### config.mk
export PLATFORM = sky130hd
export DESIGN_NAME = imem_boot_loader_flat
export DESIGN_NICKNAME = d
export VERILOG_FILES = /design/src/rtl/mips_pkg.sv /design/src/rtl/imem_boot_loader_if.sv /design/src/rtl/imem_boot_loader_byte_packer.sv /design/src/rtl/imem_boot_loader.sv /design/src/flat_wrapper.sv
export SDC_FILE = /design/constraint.sdc
export NUM_CORES = 1
export LEC_CHECK = 0
export ABC_AREA = 1
export CAP_MARGIN = 20
export CELL_PAD_IN_SITES_DETAIL_PLACEMENT = 1
export CELL_PAD_IN_SITES_GLOBAL_PLACEMENT = 1
export CORE_UTILIZATION = 34
export DETAILED_ROUTE_END_ITERATION = 6
export PLACE_DENSITY = 0.72
export REMOVE_ABC_BUFFERS = 1
export SYNTH_ARGS = -nofsm -noshare
export SYNTH_HDL_FRONTEND = slang
export SYNTH_HIERARCHICAL = 1
export SYNTH_SLANG_ARGS = --single-unit
### constraint.sdc
create_clock -name clk -period 1.9 [get_ports clk]
set_input_delay 0.285 -clock clk [delete_from_list [all_inputs] [get_ports clk]]
set_output_delay 0.285 -clock clk [all_outputs]
set_load 0.01 [all_outputs]
### src/rtl/mips_pkg.sv
// Shared definitions for the instruction-memory boot loader: stream field
// widths and the loader state encoding.
package mips_pkg;

    localparam int WORD_BYTES = 4;
    localparam int BYTE_W     = 8;
    localparam int LEN_W      = 16;
    localparam int WORD_W     = WORD_BYTES * BYTE_W;

    // ST_CSUM is only reachable when IMEM_LOAD_CHECKSUM_EN is defined.
    typedef enum logic [2:0] {
        ST_LEN_HI = 3'd0,
        ST_LEN_LO = 3'd1,
        ST_DATA   = 3'd2,
        ST_CSUM   = 3'd3,
        ST_DONE   = 3'd4,
        ST_ERR    = 3'd5
    } loader_state_t;

endpackage

### src/rtl/imem_boot_loader_if.sv
// Byte stream in, instruction-memory write port out.
// Handshake: a byte moves on a rising clock edge where in_valid and in_ready
// are both 1; in_data must be stable while in_valid is 1 and the byte has not
// yet moved; in_ready may drop at any time and in_valid is never required to
// wait for in_ready. The write port has no back-pressure: imem_we is a
// one-cycle pulse with imem_addr/imem_wdata valid in the same cycle.
interface imem_boot_loader_if;
    import mips_pkg::*;

    logic [BYTE_W-1:0] in_data;
    logic              in_valid;
    logic              in_ready;
    logic              imem_we;
    logic [31:0]       imem_addr;
    logic [WORD_W-1:0] imem_wdata;

    // Host / byte source plus memory side.
    modport master (
        output in_data, in_valid,
        input  in_ready, imem_we, imem_addr, imem_wdata
    );

    // Loader side.
    modport slave (
        input  in_data, in_valid,
        output in_ready, imem_we, imem_addr, imem_wdata
    );

endinterface

### src/rtl/imem_boot_loader_byte_packer.sv
// Packs accepted bytes MSB-first into a 32-bit word and pulses word_valid for
// one cycle after the fourth byte of a word has been shifted in.
module imem_boot_loader_byte_packer
    import mips_pkg::*;
(
    input  logic              clk,
    input  logic              reset,
    input  logic [BYTE_W-1:0] byte_in,
    input  logic              byte_valid,
    output logic [WORD_W-1:0] word,
    output logic [1:0]        byte_cnt,
    output logic              word_valid
);

    // Shift register, byte counter and registered word-complete pulse.
    always_ff @(posedge clk) begin
        if (reset) begin
            word       <= '0;
            byte_cnt   <= 2'd0;
            word_valid <= 1'b0;
        end else begin
            word_valid <= byte_valid && (byte_cnt == 2'd3);
            if (byte_valid) begin
                word     <= {word[WORD_W-BYTE_W-1:0], byte_in};
                byte_cnt <= byte_cnt + 2'd1;
            end
        end
    end

endmodule

### src/rtl/imem_boot_loader.sv
// Instruction-memory boot loader: receives a 16-bit big-endian word count and
// then the program words as a byte stream, writes them to consecutive word
// addresses from BASE_ADDR and holds the core in reset until loading is done.
// Optional feature macro: IMEM_LOAD_CHECKSUM_EN adds a trailing XOR checksum
// byte that must match all header and data bytes before the core is released.
module imem_boot_loader
    import mips_pkg::*;
#(
    parameter int          ADDR_WIDTH = 8,
    parameter logic [31:0] BASE_ADDR  = 32'h0
) (
    input  logic                clk,
    input  logic                reset,
    imem_boot_loader_if.slave   bus,
    input  logic                reload,
    output logic                cpu_reset,
    output logic                done,
    output logic                error,
    output loader_state_t       state
);

    // Largest legal word count is the full memory capacity.
    localparam logic [LEN_W:0] MAX_WORDS = (LEN_W + 1)'(1) << ADDR_WIDTH;

    logic              ready_q;
    logic [31:0]       addr_q;
    logic [LEN_W-1:0]  len_q;
    logic [LEN_W-1:0]  word_cnt;
    logic [LEN_W-1:0]  word_cnt_next;
    logic [LEN_W-1:0]  len_next;
    logic              accept;
    logic              data_byte;
    logic              last_byte;
    logic [WORD_W-1:0] packed_word;
    logic [1:0]        byte_cnt;
    logic              word_valid;
`ifdef IMEM_LOAD_CHECKSUM_EN
    logic [BYTE_W-1:0] csum_q;
`endif

    assign accept        = bus.in_valid & ready_q;
    assign data_byte     = accept && (state == ST_DATA);
    assign len_next      = {len_q[LEN_W-1:BYTE_W], bus.in_data};
    assign word_cnt_next = word_cnt + LEN_W'(1);
    // Fourth byte of the final word is being accepted.
    assign last_byte     = data_byte && (byte_cnt == 2'd3) && (word_cnt_next == len_q);

    assign bus.in_ready   = ready_q;
    assign bus.imem_we    = word_valid;
    assign bus.imem_addr  = addr_q;
    assign bus.imem_wdata = packed_word;

    imem_boot_loader_byte_packer u_packer (
        .clk        (clk),
        .reset      (reset),
        .byte_in    (bus.in_data),
        .byte_valid (data_byte),
        .word       (packed_word),
        .byte_cnt   (byte_cnt),
        .word_valid (word_valid)
    );

    // Loader FSM with registered handshake/status outputs, address and word counters.
    always_ff @(posedge clk) begin
        if (reset) begin
            state     <= ST_LEN_HI;
            ready_q   <= 1'b1;
            cpu_reset <= 1'b1;
            done      <= 1'b0;
            error     <= 1'b0;
            addr_q    <= BASE_ADDR;
            len_q     <= '0;
            word_cnt  <= '0;
`ifdef IMEM_LOAD_CHECKSUM_EN
            csum_q    <= '0;
`endif
        end else begin
            // Address moves on after every write pulse, whatever the state.
            if (word_valid) addr_q <= addr_q + 32'd4;
`ifdef IMEM_LOAD_CHECKSUM_EN
            if (accept && (state == ST_LEN_HI || state == ST_LEN_LO || state == ST_DATA))
                csum_q <= csum_q ^ bus.in_data;
`endif
            case (state)
                ST_LEN_HI: begin
                    if (accept) begin
                        len_q[LEN_W-1:BYTE_W] <= bus.in_data;
                        state                 <= ST_LEN_LO;
                    end
                end
                ST_LEN_LO: begin
                    if (accept) begin
                        len_q    <= len_next;
                        word_cnt <= '0;
                        if (len_next == '0) begin
`ifdef IMEM_LOAD_CHECKSUM_EN
                            state     <= ST_CSUM;
`else
                            state     <= ST_DONE;
                            ready_q   <= 1'b0;
                            done      <= 1'b1;
                            cpu_reset <= 1'b0;
`endif
                        end else if ({1'b0, len_next} > MAX_WORDS) begin
                            state   <= ST_ERR;
                            ready_q <= 1'b0;
                            error   <= 1'b1;
                        end else begin
                            state <= ST_DATA;
                        end
                    end
                end
                ST_DATA: begin
                    if (data_byte && byte_cnt == 2'd3) word_cnt <= word_cnt_next;
`ifdef IMEM_LOAD_CHECKSUM_EN
                    // The last word's write pulse lands while CSUM waits for its byte.
                    if (last_byte) state <= ST_CSUM;
`else
                    // Stop taking bytes once the last one is in, release after its write.
                    if (last_byte) ready_q <= 1'b0;
                    if (word_valid && word_cnt == len_q) begin
                        state     <= ST_DONE;
                        done      <= 1'b1;
                        cpu_reset <= 1'b0;
                    end
`endif
                end
`ifdef IMEM_LOAD_CHECKSUM_EN
                ST_CSUM: begin
                    if (accept) begin
                        ready_q <= 1'b0;
                        if (bus.in_data == csum_q) begin
                            state     <= ST_DONE;
                            done      <= 1'b1;
                            cpu_reset <= 1'b0;
                        end else begin
                            state <= ST_ERR;
                            error <= 1'b1;
                        end
                    end
                end
`endif
                ST_DONE, ST_ERR: begin
                    if (reload) begin
                        state     <= ST_LEN_HI;
                        ready_q   <= 1'b1;
                        cpu_reset <= 1'b1;
                        done      <= 1'b0;
                        error     <= 1'b0;
                        addr_q    <= BASE_ADDR;
`ifdef IMEM_LOAD_CHECKSUM_EN
                        csum_q    <= '0;
`endif
                    end
                end
                default: begin
                    state <= ST_LEN_HI;
                end
            endcase
        end
    end

endmodule

### src/flat_wrapper.sv
// flat-port wrapper written by rule: the top's interface ports become plain ports
module imem_boot_loader_flat import mips_pkg::*;
#(
    parameter int          ADDR_WIDTH = 8,
    parameter logic [31:0] BASE_ADDR  = 32'h0
)
  (clk, reset, reload, cpu_reset, done, error, state, bus_in_data, bus_in_valid, bus_in_ready, bus_imem_we, bus_imem_addr, bus_imem_wdata);
  imem_boot_loader_if bus_i ();
  input  logic clk;
  input  logic reset;
  input  logic reload;
  output logic cpu_reset;
  output logic done;
  output logic error;
  output loader_state_t state;
  input wire logic [$bits(bus_i.in_data)-1:0] bus_in_data;
  input wire logic [$bits(bus_i.in_valid)-1:0] bus_in_valid;
  output wire logic [$bits(bus_i.in_ready)-1:0] bus_in_ready;
  output wire logic [$bits(bus_i.imem_we)-1:0] bus_imem_we;
  output wire logic [$bits(bus_i.imem_addr)-1:0] bus_imem_addr;
  output wire logic [$bits(bus_i.imem_wdata)-1:0] bus_imem_wdata;
  assign bus_i.in_data = bus_in_data;
  assign bus_i.in_valid = bus_in_valid;
  assign bus_in_ready = bus_i.in_ready;
  assign bus_imem_we = bus_i.imem_we;
  assign bus_imem_addr = bus_i.imem_addr;
  assign bus_imem_wdata = bus_i.imem_wdata;
  imem_boot_loader #(.ADDR_WIDTH(ADDR_WIDTH), .BASE_ADDR(BASE_ADDR)) u_core (.clk(clk), .reset(reset), .bus(bus_i), .reload(reload), .cpu_reset(cpu_reset), .done(done), .error(error), .state(state));
endmodule
==> results.md, run 1 <==
* Worst Skew at 10.4 ps
* Psw at 2.10 mW
* Adder-Cell Fraction of Synth Area at 0.706%
* Die X at 127 um
* Leak at 2.97 nW
* Seq pwr share at 41.8%
* RSZ-0062 raised after global routing: yes
* Gr usage total at a little over a fifth
* Outcome: finished with violations
* Synth warnings at 6
* Max-Cap Viols at 0
* Crit Path Max Fanout at 3
* Row Count at 45
* Most frequent cell after synthesis: nand2_1
* Wirelength per Cell at 14.5 um
* DR vias/cell at 4.77
* IR drop worst, VDD at 0.488 mV
* Internal cell power at 4.02 mW
* Synth Area in Compound Gates at 8.18%
* Post-CTS Hold Buffers at 0
* Die area at 0.0162 mm2
* Die H at 127 um
* Most instantiated cells after synthesis: nand2_1, nor2_1, dfxtp_1, inv_1, a21oi_1
* Synth Instances at 816
* Non-filler cells, final at around 1200
* CTS Buf Count at 9
* Hold path startpoint: u_core/u_packer/word[26]$_SDFFE_PP0P_
* Top cells by area, synth: dfxtp_1, nand2_1, nor2_1
* Tmin final at 1930 ps
* Combinational family with the most area after synthesis: simple AND/OR/NAND/NOR gates
* Clock Latency Late Sink at approximately 360 ps
* Placed instance count at 1146
* First-pass GRT wire length at 27700 um
* Top FF cell, synth: dfxtp_1
* Type of origin of the critical path: flop
* WP data required at ~2200 ps
* Initial DRT Pass Iterations at 4
* Slew Viols, Final at 0
* Htree depth at 3
* Clock Sinks at 104
* Setup tns final at -25.8 ps
* Via count of the first global-routing pass at 5808
* Number of synthesized register bits at between 100 and 150
* Clock root buffer: clkbuf_16
* Seq/Total Area, Yosys at 39.1%
* Initial antenna violation count at 0
* Peak Freq at 519 MHz
* Total vias in the final route at 5586
* Post-Layout Inst Area at 0.00740 mm2
* Slack of the critical path at -25.8 ps
* DP Wirelength at around 13000 um
* Slew of the pin with the lowest slew margin at 613 ps
* Worst reg-to-reg path cell count at 11
* CORE AREA at approximately 0.015 mm2
* Worst-path clk slew at 80 ps
* R2r startpoint: u_core/bus.imem_addr[3]$_SDFF_PP0_
* Hold path cells at 2
* Total grt overflow at 0
* Starting density of the core at about a third
* I/O pin count at 84
* Hold Violations, Final at 0
* Yosys top cell area share at 39.1%
* Pwr dens at around 830 mW/mm2
* Part of the power in the clock network at 31.1%
* Diodes inserted at 0
* Slew HR at 59.0%
* CP Capture Point: u_core/bus.imem_addr[18]$_SDFF_PP0_
* Post-synthesis simple-gate area fraction at 37.4%
* Failing checks: setup timing
* # setup viols final at 1
* Area Overhead vs Synth at 39.1%
* Layout cells sized above 1 at approximately 17%
* Crit Reg-Reg Endpoint: u_core/bus.imem_addr[18]$_SDFF_PP0_
* Crit path launch: u_core/bus.imem_addr[3]$_SDFF_PP0_
* Crit end category: flop
* Detailed Route WL at 17000 um
* DRC errors left at 0
* CTS tree: built
* Nets@finish at 971
* CP Class: flop to flop
* Final critical-path share of the clock period at 101%
* Cell variety after synth at 36
* Post-Synth XOR/XNOR Area at 4.28%
* Synth Area per Inst at 6.52 um2
* Initial drt markers at 213
* Mux cell area share after synthesis at 0%
* Clock buffer depth at 2
* CP arrival at 2180 ps
* Ys async rst share at 0%
* Part of the power in combinational logic at 27.1%
* Synth Cell Area at 0.00532 mm2
* Largest net degree at the start of global routing at 43
* RD Place Congestion at 0.870
* Post-DP Area at between 0.006 and 0.007 mm2
* Final ANT Viol Nets at 0
* Port Buf Inserts at 81
* R2R setup slack at -30 ps
* Yosys top cell by area: dfxtp_1
* Post-synth EDFFs at 0
* Hold WC Path Type: flop to flop
* Switching share of power at 34.3%
-- power groups by stage --
stage / registers, mW / logic (mW) / clock network, mW
after global routing: 2.58 / 1.87 / 2.03
after CTS: 2.55 / 1.63 / 1.95
after floorplan: 2.58 / 0.882 / 0
final: 2.56 / 1.66 / 1.90
after global placement: 2.59 / 1.56 / 0
after detailed placement: 2.60 / 1.61 / 0
-- layer usage --
layer  vias to the layer above  global-route usage [%]  part of all wire [%]
li1                       2815                       -                     -
met1                      2662                    25.3                    44
met2                        84                    38.5                    51
met3                        25                    4.02                   3.5
met4                         0                    7.07                   1.8
met5                         -                       0                     0
-- what timing repair did --
| item | CTS | global route |
|---|---|---|
| endpoints found under the hold margin | 0 | 0 |
| pin swaps | 1 | 25 |
| buffers inserted | 2 | 8 |
| resized for setup | 13 | 56 |
| endpoints found under the setup margin | 8 | 19 |
-- state kept, by name, indices dropped and copies added (netlist names) --
name                        cells
u_core/bus.imem_addr           30
u_core/len_q                   16
u_core/u_packer/byte_cnt        2
u_core/cpu_reset                1
u_core/word_cnt                16
u_core/bus.in_ready             1
u_core/state                    3
u_core/error                    1
u_core/u_packer/word           32
u_core/done                     1
u_core/u_packer/word_valid      1
-- layout make-up --
type                    instances  area [um2]
fillers                      1930        7860
multi-input cells             581        2920
flip-flops and latches        104        2100
repair buffers                154        1420
inverters                     106         398
well taps                     211         264
clock buffers                  10         239
clock inverters                 6        58.8
-- critical path, stage by stage (launching register included) --
cell and delay [ps]:
dfxtp_2 370, ha_4 160, nand2_4 50, nor3_4 190, nand2_2 110, nor3_4 250
nand2_2 110, nor2_4 160, buf_4 130, buf_4 100, xnor2_1 140, nor2_1 60
-- logic make-up (layout without fill, tap and decap cells) --
kind of cell             Yosys count  count (layout)
AO/OA/AOI/OAI                     84              84
buffers and inverters            132             276
other                              1               2
flip-flops                       104             104
XOR/XNOR                          26              26
AND/OR/NAND/NOR                  466             466
adder cells (fa/ha/maj)            3               3
-- cell usage in the layout, fill, tap and decap left out, types with 2 or more instances in the layout --
| master | Yosys | routed |
|---|---|---|
| nor4_1 | 3 | 2 |
| nor2_1 | 150 | 143 |
| nand3_2 | 1 | 7 |
| dfxtp_1 | 104 | 93 |
| nor2_4 | 0 | 10 |
| nor3_4 | 2 | 3 |
| o21ai_2 | 0 | 2 |
| nand3b_1 | 4 | 4 |
| o21ai_0 | 31 | 29 |
| ha_4 | 0 | 2 |
| inv_6 | 0 | 4 |
| clkinv_1 | 2 | 2 |
| inv_1 | 104 | 103 |
| xor2_1 | 18 | 17 |
| dfxtp_2 | 0 | 10 |
| conb_1 | 1 | 2 |
| nand4_1 | 15 | 15 |
| a21oi_1 | 46 | 45 |
| nand3_1 | 42 | 35 |
| nand2_4 | 1 | 4 |
| clkdlybuf4s50_1 | 0 | 81 |
| buf_4 | 3 | 65 |
| or2_2 | 5 | 5 |
| xnor2_1 | 8 | 8 |
| buf_12 | 0 | 4 |
| o21a_1 | 2 | 2 |
| buf_6 | 3 | 4 |
| nor3_1 | 13 | 12 |
| nor2_2 | 10 | 7 |
| clkbuf_16 | 0 | 9 |
| nand2_2 | 4 | 14 |
| nand2_1 | 212 | 199 |
-- how the worst min path moves through the flow --
stage / endpoint
6_report: u_core/u_packer/word[26]$_SDFFE_PP0P_
5_1_grt: u_core/done$_SDFFE_PP0P_
4_1_cts: u_core/u_packer/word[26]$_SDFFE_PP0P_
3_5_place_dp: u_core/u_packer/word[26]$_SDFFE_PP0P_
3_3_place_gp: u_core/cpu_reset$_SDFFE_PP1P_
2_1_floorplan: u_core/done$_SDFFE_PP0P_
-- metrics by stage --
stage	hold WS, ps	total power, mW	utilization, %	setup slack, ps
after global routing	494	6.48	48.5	-178
after CTS	475	6.13	46.8	-27.5
after floorplan	354	3.46	-	-1190
after global placement	445	4.15	44.5	-147
final	471	6.12	48.5	-25.8
after detailed placement	464	4.21	44.5	-195
(Power assumes the default switching activity.)
==> run 2, diff against run 1 <==
--- a/config.mk
+++ b/config.mk
@@ -5,14 +5,14 @@
 export SDC_FILE = /design/constraint.sdc
 export NUM_CORES = 1
 export LEC_CHECK = 0
-export ABC_AREA = 1
 export CAP_MARGIN = 20
 export CELL_PAD_IN_SITES_DETAIL_PLACEMENT = 1
 export CELL_PAD_IN_SITES_GLOBAL_PLACEMENT = 1
-export CORE_UTILIZATION = 34
+export CORE_UTILIZATION = 36
 export DETAILED_ROUTE_END_ITERATION = 6
 export PLACE_DENSITY = 0.72
 export REMOVE_ABC_BUFFERS = 1
+export SETUP_SLACK_MARGIN = 0.2
 export SYNTH_ARGS = -nofsm -noshare
 export SYNTH_HDL_FRONTEND = slang
 export SYNTH_HIERARCHICAL = 1
==> run 2 against run 1 <==
The flow still finishes with violations (setup timing). Clock skew is 3.9 ps lower. Final cell count is 22% lower. Design area is 3.2% higher. Total power is 0.42% lower. Sequential share of layout area is 0.28 points lower. First-iteration DRC count is 29% higher. Flip-flop and latch count stayed put. Register-to-register slack worse by 30 ps. Critical path type unchanged. Critical endpoint is now u_core/bus.in_ready$_SDFFE_PP1P_.
==> results.md, run 2 <==
* Outcome: finished with violations (unchanged)
* Failing checks: setup timing (unchanged)
* CTS Buf Count at 9 (unchanged)
* Clock Latency Late Sink at 360 ps (about the same)
* Nets@finish at 743 (was 971)
* Hold path startpoint: reset (was u_core/u_packer/word[26]$_SDFFE_PP0P_)
* Switching share of power at 31.2% (was 34.3%)
* Detailed Route WL at 17900 um (was 17000 um)
* Layout cells sized above 1 at 33.2% (was 16.8%)
* Final total power at 6.09 mW (was 6.12 mW)
* Via count of the first global-routing pass at 4921 (was 5808)
* Die H at 119 um (was 127 um)
* CORE AREA at 0.0133 mm2 (was 0.0153 mm2)
* # setup viols final at 1 (unchanged)
* Hold Violations, Final at 0 (unchanged)
* Flip-flop count of the largest register after layout at 32 (unchanged)
* Placed instance count at 867 (was 1146)
* Crit Reg-Reg Endpoint: u_core/bus.in_ready$_SDFFE_PP1P_ (was u_core/bus.imem_addr[18]$_SDFF_PP0_)
* Most instantiated cells after synthesis: dfxtp_1, nor2_1, mux2i_1 (was nand2_1, nor2_1, dfxtp_1, inv_1, a21oi_1)
* Diodes inserted at 0 (unchanged)
* Final core area utilization at 57.2% (was 48.5%)
* Pwr dens at 798 mW/mm2 (was 827 mW/mm2)
* Leak at 2.90 nW (was 2.97 nW)
* CTS tree: built (unchanged)
* Worst-path clk slew at 70 ps (was 80 ps)
* Peak Freq at 511 MHz (was 519 MHz)
* Clock Sinks at 104 (unchanged)
* WP data required at 2140 ps (was 2150 ps)
* CP arrival at 2200 ps (was 2180 ps)
* Top cells by area, synth: dfxtp_1, mux2i_1, nor2_1 (was dfxtp_1, nand2_1, nor2_1)
* Post-Layout Inst Area at 0.00763 mm2 (was 0.00740 mm2)
* Synth warnings at 6 (unchanged)
* Final ANT Viol Nets at 0 (unchanged)
* Tmin final at 1960 ps (was 1930 ps)
* Htree depth at 3 (unchanged)
* First-pass GRT wire length at 25000 um (was 27700 um)
* RD Place Congestion at 0.914 (was 0.870)
* CP Class: flop to flop (unchanged)
* Type of origin of the critical path: flop (unchanged)
* GRT met2 Usage at 39.6% (was 38.5%)
* Yosys top cell area share at 41.9% (was 39.1%)
* Final critical-path share of the clock period at 103% (was 101%)
* Worst reg-to-reg path cell count at 9 (was 11)
* RSZ-0062 raised after global routing: yes (unchanged)
* Part of the power in the clock network at 32.1% (was 31.1%)
* Leading cell type in the layout, fill and taps excluded: buf_4 (was nand2_1)
* Yosys top cell by area: dfxtp_1 (unchanged)
* Clock buffer depth at 2 (unchanged)
* Psw at 1.90 mW (was 2.10 mW)
* Worst Skew at 6.43 ps (was 10.4 ps)
* Post-DP Area at 0.00646 mm2 (was 0.00678 mm2)
* Internal cell power at 4.19 mW (was 4.02 mW)
* Post-synth EDFFs at 0 (unchanged)
* Largest net degree at the start of global routing at 36 (was 43)
* DRC errors left at 0 (unchanged)
* Seq/Total Area, Yosys at 41.9% (was 39.1%)
* Min-Delay Endpoint: u_core/word_cnt[6]$_SDFFE_PP0P_ (was u_core/u_packer/word[26]$_SDFFE_PP0P_)
* Total vias in the final route at 4882 (was 5586)
* R2r startpoint: u_core/word_cnt[0]$_SDFFE_PP0P_ (was u_core/bus.imem_addr[3]$_SDFF_PP0_)
* Synth Instances at 558 (was 816)
* Initial antenna violation count at 0 (unchanged)
* DR vias/cell at 5.37 (was 4.77)
* Hold WC Path Type: primary input to flop (was flop to flop)
* Total grt overflow at 0 (unchanged)
* Non-filler cells, final at 909 (was 1172)
* Synth Cell Area at 0.00497 mm2 (was 0.00532 mm2)
* Seq pwr share at 39.7% (was 41.8%)
* Register with the most flip-flops: u_core/u_packer/word (unchanged)
* Starting density of the core at 37.2% (was 34.9%)
* Most frequent cell after synthesis: dfxtp_1 (was nand2_1)
* Hold path cells at 3 (was 2)
* Die X at 119 um (was 127 um)
* Routing usage on met3 at 3.50% (was 4.02%)
* Port Buf Inserts at 81 (unchanged)
* Part of the power in combinational logic at 28.2% (was 27.1%)
* Max-Cap Viols at 0 (unchanged)
* Area Overhead vs Synth at 53.7% (was 39.1%)
* R2R setup slack at -60 ps (was -30 ps)
* Number of synthesized register bits at 104 (unchanged)
* DP Wirelength at 10900 um (was 12700 um)
* Row Count at 42 (was 45)
* Clock root buffer: clkbuf_16 (unchanged)
* Initial DRT Pass Iterations at 4 (unchanged)
* Top FF cell, synth: dfxtp_1 (unchanged)
* IR drop worst, VDD at 0.444 mV (was 0.488 mV)
* Slack of the critical path at -56.4 ps (was -25.8 ps)
* Wirelength per Cell at 19.7 um (was 14.5 um)
* Die area at 0.0143 mm2 (was 0.0162 mm2)
* I/O pin count at 84 (unchanged)
* Most frequent cells in the layout: buf_4, nor2_1, clkdlybuf4s50_1, dfxtp_1, mux2i_1 (was nand2_1, nor2_1, inv_1, dfxtp_1, clkdlybuf4s50_1)
* Gr usage total at 22.3% (was 21.3%)
* Met1 Track Usage GR at 26.5% (was 25.3%)
* Synth Area per Inst at 8.90 um2 (was 6.52 um2)
* Crit Path Max Fanout at 4 (was 3)
* Post-CTS Hold Buffers at 0 (unchanged)
* Cell variety after synth at 50 (was 36)
* Crit end category: flop (unchanged)
* Top Usage Layer GRT: met2 (unchanged)
* Slew Viols, Final at 0 (unchanged)
* Initial drt markers at 274 (was 213)
* Ys async rst share at 0% (unchanged)
==> run 2: cell count changes in the layout (fill, tap and decap cells not counted), sizes merged, moves of 19 or more <==
cell	before	now
buf	73	110
inv	108	12
mux2i	0	53
nand2	217	33
nand3	43	17
nor2	160	96
xnor2	8	27
==> run 2: critical path, stage by stage, from the launching register on <==
cell and delay [ps]:
dfxtp_4 380, buf_6 120, nand4_1 130, buf_6 180, nor4_4 220, buf_4 160
xnor2_1 120, nand3_1 100, nor4_2 330, o21ai_1 100
==> run 2: cell type report <==
type / instances / area (um2)
Timing Repair Buffer: 193 / 1830
Clock inverter: 7 / 77.6
Multi-Input combinational cell: 411 / 3100
Sequential cell: 104 / 2140
Clock buffer: 9 / 225
Inverter: 9 / 33.8
Tap cell: 176 / 220
Fill cell: 1493 / 5710
==> run 2: kinds of logic after synthesis <==
| kind of cell | count (synthesis) | share of synthesized area, % |
|---|---|---|
| XOR/XNOR | 50 | 9.20 |
| adder cells (fa/ha/maj) | 3 | 0.756 |
| multiplexers | 56 | 11.4 |
| AO/OA/AOI/OAI | 70 | 8.39 |
| AND/OR/NAND/NOR | 230 | 23.3 |
| buffers and inverters | 44 | 4.96 |
| flip-flops | 104 | 41.9 |
| other | 1 | 0.0755 |
==> run 2: how the worst max path moves through the flow <==
stage                                         start                                        to  depth (start not counted)
detailed placement                     bus_in_valid           u_core/word_cnt[5]$_SDFFE_PP0P_                          7
finish              u_core/word_cnt[0]$_SDFFE_PP0P_          u_core/bus.in_ready$_SDFFE_PP1P_                          9
global route        u_core/word_cnt[0]$_SDFFE_PP0P_          u_core/bus.in_ready$_SDFFE_PP1P_                          9
CTS                 u_core/word_cnt[7]$_SDFFE_PP0P_          u_core/bus.in_ready$_SDFFE_PP1P_                          7
global placement                       bus_in_valid           u_core/word_cnt[5]$_SDFFE_PP0P_                          7
floorplan              u_core/state[2]$_SDFFE_PP0P_  u_core/u_packer/byte_cnt[1]$_SDFFE_PP0P_                          4
==> run 2: what timing repair did <==
item,4_1_cts,5_1_grt
cloned,0,6
setup buffers,9,11
setup endpoints to repair,33,84
resized for setup,62,101
pin swaps,21,45
==> run 2: power groups by stage <==
stage / sequential (mW) / clock, mW / combinational (mW)
finish: 2.42 / 1.96 / 1.72
global route: 2.43 / 2.07 / 1.81
CTS: 2.41 / 1.97 / 1.44
detailed placement: 2.44 / 0 / 1.29
global placement: 2.44 / 0 / 1.26
floorplan: 2.46 / 0 / 0.644
==> run 2: metal layers <==
metal,vias to the layer above,share of wire (%)
li1,2253,-
met1,2415,41
met2,170,52
met3,44,4.6
met4,0,2.8
met5,-,0
==> run 2: per-stage QoR <==
| step | hold WS, ps | setup TNS (ps) | worst slack (ps) |
|---|---|---|---|
| 5_1_grt | 441 | -129 | -126 |
| 2_1_floorplan | 352 | -46560 | -1340 |
| 3_5_place_dp | 454 | -6540 | -284 |
| 6_report | 416 | -56.4 | -56.4 |
| 3_3_place_gp | 433 | -4050 | -249 |
| 4_1_cts | 409 | 0 | 50.6 |
==> run 3, diff against run 2 <==
--- a/config.mk
+++ b/config.mk
@@ -12,7 +12,7 @@
 export DETAILED_ROUTE_END_ITERATION = 6
 export PLACE_DENSITY = 0.72
 export REMOVE_ABC_BUFFERS = 1
-export SETUP_SLACK_MARGIN = 0.2
+export SETUP_SLACK_MARGIN = 0.3
 export SYNTH_ARGS = -nofsm -noshare
 export SYNTH_HDL_FRONTEND = slang
 export SYNTH_HIERARCHICAL = 1
==> constraint.sdc (replaced) <==
create_clock -name clk -period 1.9 [get_ports clk]
set_input_delay 0.285 -clock clk [delete_from_list [all_inputs] [get_ports clk]]
set_output_delay 0.285 -clock clk [all_outputs]
set_load 0.1 [all_outputs]
==> run 3 against run 2 <==
The run still ends with setup timing left. Sequential power hardly changed. Wire length is 14% higher. Total power is 11% higher. Sequential share of layout area is 1.2 points lower. Worst setup slack worse by 110 ps. Utilization is 2.8 points higher. First-iteration DRC count is 31% higher. Flip-flop and latch count stayed put. Global-route usage is 1.5 points higher. Critical path depth stayed put. Largest power group unchanged. Highest routed layer unchanged.
==> results.md, run 3 (synthesis gave the netlist of run 2 again) <==
* Tmin final at 2060 ps (was 1960 ps)
* Clock buffer depth at 2 (unchanged)
* Detailed Route WL at 20500 um (was 17900 um)
* Initial antenna violation count at 0 (unchanged)
* Total vias in the final route at 5049 (was 4882)
* Clock Sinks at 104 (unchanged)
* Largest net degree at the start of global routing at 34 (was 36)
* Port Buf Inserts at 81 (unchanged)
* IR drop worst, VDD at 0.508 mV (was 0.444 mV)
* WP data required at 2150 ps (was 2140 ps)
* Fillers at 1450 (was 1493)
* RD Place Congestion at 0.879 (was 0.914)
* Crit. path cell count at 9 (unchanged)
* Crit path launch: u_core/word_cnt[5]$_SDFFE_PP0P_ (was u_core/word_cnt[0]$_SDFFE_PP0P_)
* Final total power at 6.74 mW (was 6.09 mW)
* Non-filler cells, final at 936 (was 909)
* Hold Violations, Final at 0 (unchanged)
* Pwr dens at 842 mW/mm2 (was 798 mW/mm2)
* Diodes inserted at 0 (unchanged)
* Clock root buffer: clkbuf_16 (unchanged)
* Final critical-path share of the clock period at 109% (was 103%)
* DP Worst Slack at -334 ps (was -284 ps)
* Die X at 119 um (unchanged)
* First-pass GRT wire length at 26200 um (was 25000 um)
* Crit Path Max Fanout at 6 (was 4)
* CP Buf/Inv Count at 3 (unchanged)
* Critical-path cell list: nand3_4 -> buf_4 -> buf_4 -> xnor2_1 -> o2bb2ai_1 -> nand3_1 -> nor4_2 -> buf_4 -> o21ai_1 (was buf_6 -> nand4_1 -> buf_6 -> nor4_4 -> buf_4 -> xnor2_1 -> nand3_1 -> nor4_2 -> o21ai_1)
* Worst reg-to-reg path cell count at 9 (unchanged)
* Wirelength per Cell at 21.9 um (was 19.7 um)
* Leak at 3.19 nW (was 2.90 nW)
* CP Class: flop to flop (unchanged)
* CP Capture Point: u_core/bus.in_ready$_SDFFE_PP1P_ (unchanged)
* Peak Freq at 484 MHz (was 511 MHz)
* Outcome: finished with violations (unchanged)
* Hold WC Path Type: primary input to flop (unchanged)
* Initial DRT Pass Iterations at 4 (unchanged)
* Crit end category: flop (unchanged)
* DR vias/cell at 5.39 (was 5.37)
* Layout cells sized above 1 at 47.2% (was 33.2%)
* Total grt overflow at 0 (unchanged)
* Post-CTS Hold Buffers at 0 (unchanged)
* Slowest stage cell, crit path: dfxtp_1 (was dfxtp_4)
* CP most frequent cell: buf_4 (was buf_6)
* Most frequent cells in the layout: buf_4, nor2_1, dfxtp_1, mux2i_1, buf_6 (was buf_4, nor2_1, clkdlybuf4s50_1, dfxtp_1, mux2i_1)
* Top Family by Delay on Critical Path: simple AND/OR/NAND/NOR gates (unchanged)
* I/O pin count at 84 (unchanged)
* Final ANT Viol Nets at 0 (unchanged)
* Placed instance count at 871 (was 867)
* Max-Cap Viols at 0 (unchanged)
* # setup viols final at 5 (was 1)
* Worst Skew at 7.66 ps (was 6.43 ps)
* RSZ-0062 raised after global routing: yes (unchanged)
* Seq. cell area at 0.00215 mm2 (was 0.00214 mm2)
* R2r startpoint: u_core/word_cnt[5]$_SDFFE_PP0P_ (was u_core/word_cnt[0]$_SDFFE_PP0P_)
* CORE AREA at 0.0133 mm2 (unchanged)
* Row Count at 42 (unchanged)
* Starting density of the core at 37.2% (unchanged)
* Nets@finish at 770 (was 743)
* Failing checks: setup timing (unchanged)
* Type of origin of the critical path: flop (unchanged)
* CTS Buf Count at 9 (unchanged)
* CTS tree: built (unchanged)
* Critical Path Max Stage Delay at 400 ps (was 380 ps)
* Worst-path clk slew at 70 ps (about the same)
* R2R setup slack at -160 ps (was -60 ps)
* DRC errors left at 0 (unchanged)
* Hold path cells at 3 (unchanged)
* Crit Reg-Reg Endpoint: u_core/bus.in_ready$_SDFFE_PP1P_ (unchanged)
* Register with the most flip-flops: u_core/u_packer/word (unchanged)
* Initial drt markers at 359 (was 274)
* Htree depth at 3 (unchanged)
* DP Wirelength at 11200 um (was 10900 um)
* Die area at 0.0143 mm2 (unchanged)
* Area Overhead vs Synth at 61.2% (was 53.7%)
* Gr usage total at 23.8% (was 22.3%)
* CP arrival at 2320 ps (was 2200 ps)
* Via count of the first global-routing pass at 5025 (was 4921)
* Flip-flop count of the largest register after layout at 32 (unchanged)
* Multi-input logic area at 0.00326 mm2 (was 0.00310 mm2)
* Slew Viols, Final at 0 (unchanged)
* Clock Latency Late Sink at 370 ps (was 360 ps)
* Leading cell type in the layout, fill and taps excluded: buf_4 (unchanged)
* Slack of the critical path at -165 ps (was -56.4 ps)
* Die H at 119 um (unchanged)
[run 3: cell types whose count changed in the layout (fill, tap and decap cells not counted), sizes merged]
cell / before / now
inv: 12 / 10
clkinv: 3 / 2
dlymetal6s2s: 5 / 1
clkinvlp: 0 / 2
clkdlybuf4s50: 74 / 9
buf: 110 / 206
clkbuf: 12 / 14
dlygate4sd2: 1 / 0
[run 3: what timing repair did]
item | CTS | global route
gates cloned | 2 | 4
resized for setup | 101 | 111
pin swaps | 49 | 62
setup endpoints to repair | 77 | 80
setup buffers | 15 | 28
[run 3: worst min path at each step]
stage | startpoint | endpoint | slack (ps)
2_1_floorplan | reset | u_core/u_packer/byte_cnt[0]$_SDFFE_PP0P_ | 350
3_3_place_gp | u_core/done$_SDFFE_PP0P_ | u_core/done$_SDFFE_PP0P_ | 430
3_5_place_dp | u_core/done$_SDFFE_PP0P_ | u_core/done$_SDFFE_PP0P_ | 440
4_1_cts | reset | u_core/word_cnt[6]$_SDFFE_PP0P_ | 410
5_1_grt | reset | u_core/state[1]$_SDFFE_PP0P_ | 430
6_report | reset | u_core/state[1]$_SDFFE_PP0P_ | 430
[run 3: through the flow]
| stage | hold slack [ps] | utilization, % | area [um2] | setup TNS, ps |
|---|---|---|---|---|
| after CTS | 413 | 54.0 | 7200 | -87.6 |
| after detailed placement | 444 | 47.8 | 6380 | -6400 |
| after global routing | 426 | 60.0 | 8010 | -869 |
| final | 435 | 60.0 | 8010 | -534 |
| after global placement | 435 | 47.8 | 6380 | -4200 |
| after floorplan | 352 | - | 4760 | -91490 |
[run 3: per-layer routing]
metal | global-route usage, % | vias to the layer above | part of all wire, %
met1 | 27.2 | 2528 | 40
li1 | - | 2320 | -
met5 | 0 | - | 0
met3 | 4.21 | 52 | 3.9
met4 | 11.3 | 0 | 4.2
met2 | 42.5 | 149 | 52
[run 3: where the power goes]
part	internal, mW	switching, mW
combinational	1.02	1.32
clock	1.04	0.940
sequential	2.28	0.133
[run 3: area by class of cell]
class	count	area share [%]
multi-input combinational	411	40.7
clock buffer	10	2.86
tap	176	2.75
timing repair buffer	220	25.4
inverter	9	0.422
sequential	104	26.9
clock inverter	6	0.985
[run 3: tightest hold or removal path: stages]
cell,delay (ps)
buf_2,170
buf_4,200
a21oi_2,110
